File: config.mk
export PLATFORM = sky130hd
export DESIGN_NAME = motor_speed_ramp
export DESIGN_NICKNAME = d
export VERILOG_FILES = /design/src/rtl/motor_speed_pkg.sv /design/src/rtl/speed_ramp_ch.sv /design/src/rtl/motor_speed_ramp.sv
export SDC_FILE = /design/constraint.sdc
export NUM_CORES = 1
export LEC_CHECK = 0
export CORE_MARGIN = 2
export CORE_UTILIZATION = 58
export DETAILED_ROUTE_END_ITERATION = 8
export GPL_ROUTABILITY_DRIVEN = 1
export PLACE_DENSITY = 0.94
export SYNTH_ARGS = -nofsm -noshare
export SYNTH_HDL_FRONTEND = slang
export SYNTH_SLANG_ARGS = --single-unit
File: constraint.sdc
create_clock -name clk -period 7.57 [get_ports clk]
set_input_delay 2.271 -clock clk [delete_from_list [all_inputs] [get_ports clk]]
set_output_delay 2.271 -clock clk [all_outputs]
set_load 0.005 [all_outputs]
File: src/rtl/motor_speed_pkg.sv
// Shared types for the motor speed ramp: per-channel regulation state encoding.
package motor_speed_pkg;

    localparam int ST_W = 2;

    typedef enum logic [ST_W-1:0] {
        IDLE   = 2'd0,
        ACCEL  = 2'd1,
        CRUISE = 2'd2,
        BRAKE  = 2'd3
    } ramp_state_t;

endpackage

File: src/rtl/speed_ramp_ch.sv
// One channel: speed register ramping toward t_eff once per tick, with a regulation FSM.
// Speed/state update on the tick edge; estop forces 0/IDLE on any edge; no backpressure.
module speed_ramp_ch
    import motor_speed_pkg::*;
#(
    parameter int W = 8
) (
    input  logic         clk,
    input  logic         rst,
    input  logic         tick,
    input  logic         estop,
    input  logic [W-1:0] t_eff,
    input  logic [W-1:0] accel_step,
    input  logic [W-1:0] brake_step,
    output logic [W-1:0] speed,
    output ramp_state_t  state,
    output logic         at_target
);

    logic [W-1:0] speed_nxt;
    ramp_state_t  state_nxt;
    logic [W:0]   sum_up;
    logic [W:0]   floor_dn;

    // Extra bit keeps the sums exact so the clamp compares never see a wrapped value.
    assign sum_up   = {1'b0, speed} + {1'b0, accel_step};
    assign floor_dn = {1'b0, t_eff} + {1'b0, brake_step};

    always_comb begin
        speed_nxt = speed;
        if (speed < t_eff) begin
            speed_nxt = (sum_up >= {1'b0, t_eff}) ? t_eff : sum_up[W-1:0];
        end else if (speed > t_eff) begin
            speed_nxt = ({1'b0, speed} <= floor_dn) ? t_eff : (speed - brake_step);
        end
    end

    always_comb begin
        state_nxt = IDLE;
        if (speed_nxt == t_eff) begin
            state_nxt = (t_eff == '0) ? IDLE : CRUISE;
        end else if (speed_nxt < t_eff) begin
            state_nxt = ACCEL;
        end else begin
            state_nxt = BRAKE;
        end
    end

    always_ff @(posedge clk) begin
        if (rst || estop) begin
            speed <= '0;
            state <= IDLE;
        end else if (tick) begin
            speed <= speed_nxt;
            state <= state_nxt;
        end
    end

    always_comb begin
        at_target = (state == CRUISE) || (state == IDLE);
    end

endmodule

File: src/rtl/motor_speed_ramp.sv
// Multi-channel speed regulator: clamps each setpoint to MAX_SPEED and packs channel outputs.
// Outputs are the channel registers (one tick edge of latency); no backpressure.
module motor_speed_ramp
    import motor_speed_pkg::*;
#(
    parameter int W         = 8,
    parameter int NCH       = 2,
    parameter int MAX_SPEED = 200
) (
    input  logic              clk,
    input  logic              rst,
    input  logic              tick,
    input  logic              estop,
    input  logic [NCH-1:0]    en,
    input  logic [NCH*W-1:0]  target,
    input  logic [W-1:0]      accel_step,
    input  logic [W-1:0]      brake_step,
    output logic [NCH*W-1:0]  speed,
    output logic [NCH*ST_W-1:0] state,
    output logic [NCH-1:0]    at_target
);

    localparam logic [W-1:0] MAX_W = W'(MAX_SPEED);

    for (genvar i = 0; i < NCH; i++) begin : g_ch
        logic [W-1:0] tgt;
        logic [W-1:0] t_eff;
        ramp_state_t  ch_state;

        assign tgt   = target[i*W +: W];
        // A disabled channel ramps down to zero rather than stopping abruptly.
        assign t_eff = !en[i] ? '0 : ((tgt > MAX_W) ? MAX_W : tgt);

        speed_ramp_ch #(.W(W)) u_ch (
            .clk        (clk),
            .rst        (rst),
            .tick       (tick),
            .estop      (estop),
            .t_eff      (t_eff),
            .accel_step (accel_step),
            .brake_step (brake_step),
            .speed      (speed[i*W +: W]),
            .state      (ch_state),
            .at_target  (at_target[i])
        );

        assign state[i*ST_W +: ST_W] = ch_state;
    end

endmodule

==> flow_metrics.tcl, run 1 <==
set metrics [dict create \
    status "finished, final reports clean" \
    worst_hold_path_type "reg -> reg" \
    start_util_pct 59.1 \
    wl_um 16300 \
    synth_ff_type "dfxtp_1" \
    post_drt_wl_per_cell_um 20.6 \
    grt-ovfl-total 0 \
    io_buffers 59 \
    h-tree-depth 1 \
    required_ns 7.74 \
    vdd_drop_max_mv 0.109 \
    setup_viol 0 \
    arrival_ns 7.53 \
    worst-path-max-fanout 5 \
    drive_above_1_share_pct 8.15 \
    p_leak_nw 2.65 \
    crit_buf_inv 3 \
    swShare_pct 47.3 \
    worstMarginPinSlew_ns 1.10 \
    vias 5249 \
    avgSynthCellArea_sq_um 7.76 \
    fmax_mhz 136 \
    combPwrFrac_pct 71.7 \
    drc 0 \
    antenna_found_initial 0 \
    slew_headroom_pct 26.5 \
    grt_pass1_vias 5250 \
    yosysWarnings 0 \
    cellPowerDensity_nw_per_um2 156 \
    tns_ns 0 \
    synth_cells 619 \
    rows 33 \
    detail-route-antenna-nets 0 \
    drv_slew 0 \
    p_int_mw 0.471 \
    pwr-share-clk_pct 13.0 \
    cp_top_family "compound AO/OA/AOI/OAI gates" \
    ys_types 62 \
    r2r_slack_ns 2.67 \
    cpPeakStageDelay_ns 0.54 \
    cp_slowest_cell "clkdlybuf4s50_1" \
    fin_skew_ns 0.0132 \
    first_pass_iters 5 \
    tritoncts "yes" \
    core-area_sq_um 8130 \
    grt_pass1_wl_um 25700 \
    grt_max_degree 30 \
    critPathKind "in -> reg" \
    p_seq_share_pct 15.3 \
    synth_edf_count 0 \
    fin_area_sq_um 5730 \
    cts.sinks 20 \
    cap_violations 0 \
    final_util_pct 70.4 \
    fillerInstances 652 \
    cts_root_buffer "clkbuf_8" \
    dieArea_sq_um 9030 \
    end_kind "flip-flop" \
    post-route-period-util_pct 97.3 \
    postPlaceCellArea_sq_um 5580 \
    diodes 0 \
    worstSkewPairLatency_ns 0.28 \
    via_per_inst 6.63 \
    die_y_um 95.0 \
    hold_violations 0 \
    p_switching_mw 0.423 \
    layout_min_cycle_time_ns 7.36 \
    layout_commonest_cell "ha_1" \
    grtUsageTotal_pct 36.7 \
    ys_seq_elements 20 \
    gp_congestion 1.05 \
    start_kind "input pin" \
    die_w_um 95.0 \
    path_clk_slew_ns 0.10 \
    areaGrowthSynthToFinish_pct 19.2 \
    dp_hpwl_um 12900 \
    clockBufferDepth 2 \
    seq_area_frac_synth_pct 8.34 \
    synth_nets 773 \
    synthArstFlopShare_pct 0 \
    drtIter0Drc 387 \
    pin_count 60 \
    nets 842 \
    cts_made_buffers 3 \
    layout_common_cells "110 x ha_1, 59 x clkdlybuf4s50_1, 54 x nor2_1" \
    cts_hold_buf 0 \
    synth_area_sq_um 4800 \
]
==> worst min-delay path, stage by stage (launching register included) <==
cell	delay [ns]
dfxtp_1	0.33
nor2_1	0.08
a211oi_1	0.05
==> kinds of logic (layout without fill, tap and decap cells) <==
group           after synthesis  in the layout  synth area share, %
xor+xnor                     34             34                 6.20
buf+inv                      53            121                 4.35
mux                          26             26                 5.57
compound gates              208            208                 28.8
flops                        20             20                 8.34
simple gates                162            162                 15.6
fa+ha+maj                   116            116                 31.2
==> registers in the layout (all words and copies together) (netlist names) <==
name	cells
g_ch.u_ch.speed	16
g_ch.u_ch.state	4
==> synth_stat cells, types with 2 or more instances <==
cell	instances	share of area (%)
a211o_1	2	0.36
a211oi_1	19	3.0
a311oi_1	2	0.36
and2_1	2	0.26
xnor2_1	22	4.0
o2bb2ai_1	3	0.55
o21ai_0	46	4.8
o22ai_1	4	0.52
mux2i_1	20	4.2
a21o_1	16	2.5
fa_1	6	2.5
a22oi_1	4	0.63
nand3_1	13	1.4
a32oi_1	2	0.36
or2_2	5	0.65
and3_1	4	0.52
o21a_1	8	1.3
a2111oi_0	2	0.36
a221oi_1	2	0.36
o211ai_1	6	0.94
nor2b_1	7	0.91
o2111ai_1	2	0.36
nor4_1	2	0.26
a2bb2oi_1	3	0.55
o21bai_1	7	1.1
dfxtp_1	20	8.3
ha_1	110	29
nand2b_1	3	0.39
buf_4	2	0.31
o221a_2	3	0.70
inv_1	39	3.0
clkbuf_1	8	0.63
a22o_1	2	0.36
nand2_1	47	3.7
nand4_1	12	1.6
a21oi_1	56	5.8
mux2_2	6	1.4
buf_2	2	0.21
a31oi_1	6	0.78
nor3_1	7	0.73
nor2_1	54	4.2
buf_1	2	0.16
xor2_1	12	2.2
==> per-stage QoR <==
stage / setup WS, ns / std cells / total power [mW] / hold WS (ns)
floorplan: 0.733 / 619 / 0.564 / 0.485
global placement: 0.127 / 785 / 0.721 / 0.491
detailed placement: -0.110 / 785 / 0.745 / 0.503
CTS: 0.188 / 789 / 0.862 / 0.514
global route: -0.0530 / 792 / 0.963 / 0.556
finish: 0.206 / 792 / 0.894 / 0.508
==> layer usage <==
layer	GRT usage (%)	part of all wire, %	vias to the layer above
li1	-	-	2469
met1	42.5	37	2357
met2	63.7	47	329
met3	5.03	8.4	94
met4	22.5	7.1	0
met5	0	0	-
==> final timing paths <==
check / startpoint / endpoint / cells past startpoint
worst max-delay path: target[5] / g_ch[0].u_ch.state[1]$_SDFFE_PP0P_ / 27
worst max register to register: g_ch[1].u_ch.speed[1]$_SDFFE_PP0P_ / g_ch[1].u_ch.state[1]$_SDFFE_PP0P_ / 17
worst min-delay path: g_ch[1].u_ch.state[0]$_SDFFE_PP0P_ / g_ch[1].u_ch.state[0]$_SDFFE_PP0P_ / 2
worst min register to register: g_ch[1].u_ch.state[0]$_SDFFE_PP0P_ / g_ch[1].u_ch.state[0]$_SDFFE_PP0P_ / 2
==> layout make-up <==
| type | instances | area [sq um] | area share (%) |
|---|---|---|---|
| Inverter | 39 | 146 | 2.56 |
| Clock buffer | 3 | 41.3 | 0.721 |
| Sequential cell | 20 | 400 | 6.99 |
| Clock inverter | 1 | 30.0 | 0.524 |
| Timing Repair Buffer | 78 | 733 | 12.8 |
| Tap cell | 105 | 131 | 2.29 |
| Multi-Input combinational cell | 546 | 4240 | 74.1 |
==> repair_timing <==
| item | CTS | global route |
|---|---|---|
| setup buffers | 0 | 3 |
| setup endpoints to repair | 0 | 2 |
| gates resized for setup | 0 | 11 |
==> power by group through the flow <==
stage               Sequential [mW]  Combinational, mW  Clock, mW
finish                        0.137              0.641      0.117
global route                  0.137              0.706      0.120
CTS                           0.135              0.611      0.116
detailed placement            0.138              0.607          0
global placement              0.138              0.583          0
floorplan                     0.128              0.436          0
(Power assumes the default switching activity.)
==> run 2, diff against run 1 <==
--- a/config.mk
+++ b/config.mk
@@ -6,10 +6,11 @@
 export NUM_CORES = 1
 export LEC_CHECK = 0
 export CORE_MARGIN = 2
-export CORE_UTILIZATION = 58
+export CORE_UTILIZATION = 40
 export DETAILED_ROUTE_END_ITERATION = 8
 export GPL_ROUTABILITY_DRIVEN = 1
-export PLACE_DENSITY = 0.94
+export PLACE_DENSITY = 0.72
 export SYNTH_ARGS = -nofsm -noshare
 export SYNTH_HDL_FRONTEND = slang
 export SYNTH_SLANG_ARGS = --single-unit
+export TNS_END_PERCENT = 100
==> run 2 against run 1 <==
Wire length rose by 2.3%. Clock skew fell by 0.012 ns. Global-route usage fell by 11 points. Power rose by 3.5%. Cell count rose by 5.6%. Largest cell class unchanged. Clock-buffer cell count did not move. Critical endpoint is now g_ch[1].u_ch.state[1]$_SDFFE_PP0P_. Via count fell by 1.3%. Critical path type unchanged.
==> flow_metrics.tcl, run 2 (same netlist as run 1, synthesis figures left out) <==
set metrics [dict create \
    io_buffers 59 \
    pin_count 60 \
    arrival_ns 7.40 \
    vias 5181 \
    post-route-period-util_pct 95.8 \
    dp_hpwl_um 13100 \
    fin_area_sq_um 5830 \
    grt_max_degree 30 \
    grt_pass1_wl_um 26000 \
    final.setup.worst_slack_ns 0.315 \
    drc 0 \
    largest_reg_flops 16 \
    layout_commonest_cell "ha_1" \
    ff_latch_area_sq_um 400 \
    cpPeakStageDelay_ns 0.49 \
    fmax_mhz 138 \
    path_clk_slew_ns 0.07 \
    drive_above_1_share_pct 8.27 \
    antenna_found_initial 0 \
    detail-route-antenna-nets 0 \
    start_util_pct 40.5 \
    p_leak_nw 2.68 \
    nets 844 \
    cap_violations 0 \
    first_pass_iters 5 \
    core-area_sq_um 11900 \
    start_kind "input pin" \
    areaGrowthSynthToFinish_pct 21.5 \
    post_drt_wl_per_cell_um 20.0 \
    worst_hold_slack_ns 0.507 \
    reg_top3 "g_ch.u_ch.speed (16), g_ch.u_ch.state (4)" \
    tritoncts "yes" \
    worstSkewPairLatency_ns 0.26 \
    cp_slowest_cell "clkdlybuf4s50_1" \
    dp_slack_ns -0.0384 \
    grt_pass1_vias 5163 \
    tns_ns 0 \
    critPathKind "in -> reg" \
    layout_common_cells "110 x ha_1, 59 x clkdlybuf4s50_1, 54 x nor2_1" \
    gp_congestion 0.948 \
    vdd_drop_max_mv 0.101 \
    cellPowerDensity_nw_per_um2 159 \
    crit_buf_inv 1 \
    postPlaceCellArea_sq_um 5680 \
    required_ns 7.72 \
    worst-path-max-fanout 6 \
    crit_chain "clkdlybuf4s50_1 -> ha_1 -> fa_1 -> a211oi_1 -> o21bai_1 -> a21oi_1 -> xnor2_1 -> ha_1 -> o21ai_0 -> nor2_1 -> a2111oi_0 -> and3_1 -> mux2i_1 -> a221oi_1 -> ha_1 -> nor2b_1 -> o21ai_0 -> nand2b_1 -> a21oi_1 -> o21ai_0 -> o21ai_0 -> a21oi_1" \
    dp_cells 831 \
    die_y_um 114 \
    cts_hold_buf 0 \
    grtUsageTotal_pct 25.4 \
    diodes 0 \
    dieArea_sq_um 12900 \
    p_total_mw 0.925 \
    die_w_um 114 \
    status "finished, final reports clean" \
    final_util_pct 49.2 \
    h-tree-depth 1 \
    stdcell_count 836 \
    multiInputGateArea_sq_um 4230 \
    crit_top_cell "o21ai_0" \
    setup_viol 0 \
    grt-ovfl-total 0 \
    layout_min_cycle_time_ns 7.26 \
    cp_top_family "compound AO/OA/AOI/OAI gates" \
    largest_register "g_ch.u_ch.speed" \
    rows 40 \
    end_kind "flip-flop" \
    fin_skew_ns 0.00115 \
    drv_slew 0 \
    worstMarginPinSlew_ns 0.967 \
    cts_made_buffers 3 \
    cts.sinks 20 \
    wl_um 16700 \
    via_per_inst 6.20 \
    drtIter0Drc 290 \
    hold_violations 0 \
    fillerInstances 1182 \
    slew_headroom_pct 35.3 \
    worst_hold_path_type "reg -> reg" \
    clockBufferDepth 2 \
    cts_root_buffer "clkbuf_16" \
]
## run 2: cell types whose count changed in the layout (fill, tap and decap cells not counted)
cell       delta
a221oi_1      +1
a221oi_2      -1
mux2i_1       -1
a41oi_2       -1
buf_12        +1
clkbuf_16     +3
mux2i_2       +1
clkbuf_8      -3
buf_6         +1
a41oi_1       +1
## run 2: layer usage
metal  GRT usage, %  share of wire (%)  wire (um)  vias to the layer above
li1               -                  -          -                     2469
met1           30.3                 40       6690                     2418
met2           44.9                 48       8080                      233
met3           3.03                6.1       1010                       61
met4           13.2                5.3        888                        0
met5              0                  0          0                        -
## run 2: worst paths after layout
kind                                       from                                  to  slack, ns  cells after the start
min          g_ch[1].u_ch.state[0]$_SDFFE_PP0P_  g_ch[1].u_ch.state[0]$_SDFFE_PP0P_       0.51                      2
max reg2reg  g_ch[1].u_ch.speed[0]$_SDFFE_PP0P_  g_ch[1].u_ch.state[1]$_SDFFE_PP0P_       2.49                     21
max                               accel_step[0]  g_ch[1].u_ch.state[1]$_SDFFE_PP0P_       0.31                     22
min reg2reg  g_ch[1].u_ch.state[0]$_SDFFE_PP0P_  g_ch[1].u_ch.state[0]$_SDFFE_PP0P_       0.51                      2
## run 2: final cells by class
cell class / instances / share of cell area [%]
Clock inverter: 1 / 0.515
Inverter: 39 / 2.51
Tap cell: 147 / 3.15
Multi-Input combinational cell: 546 / 72.6
Timing Repair Buffer: 80 / 13.1
Clock buffer: 3 / 1.29
Sequential cell: 20 / 6.86
## run 2: timing repair
item	4_1_cts	5_1_grt
resized for setup	0	11
endpoints found under the setup margin	0	2
buffers inserted	0	1
## run 2: worst min-delay path, stage by stage (launching register included)
cell      delay [ns]
dfxtp_1         0.32
nor2_1          0.09
a211oi_1        0.05
## run 2: power breakdown
part / internal [mW] / switching (mW)
combinational: 0.285 / 0.348
clock: 0.105 / 0.0499
sequential: 0.114 / 0.0237
total: 0.504 / 0.422
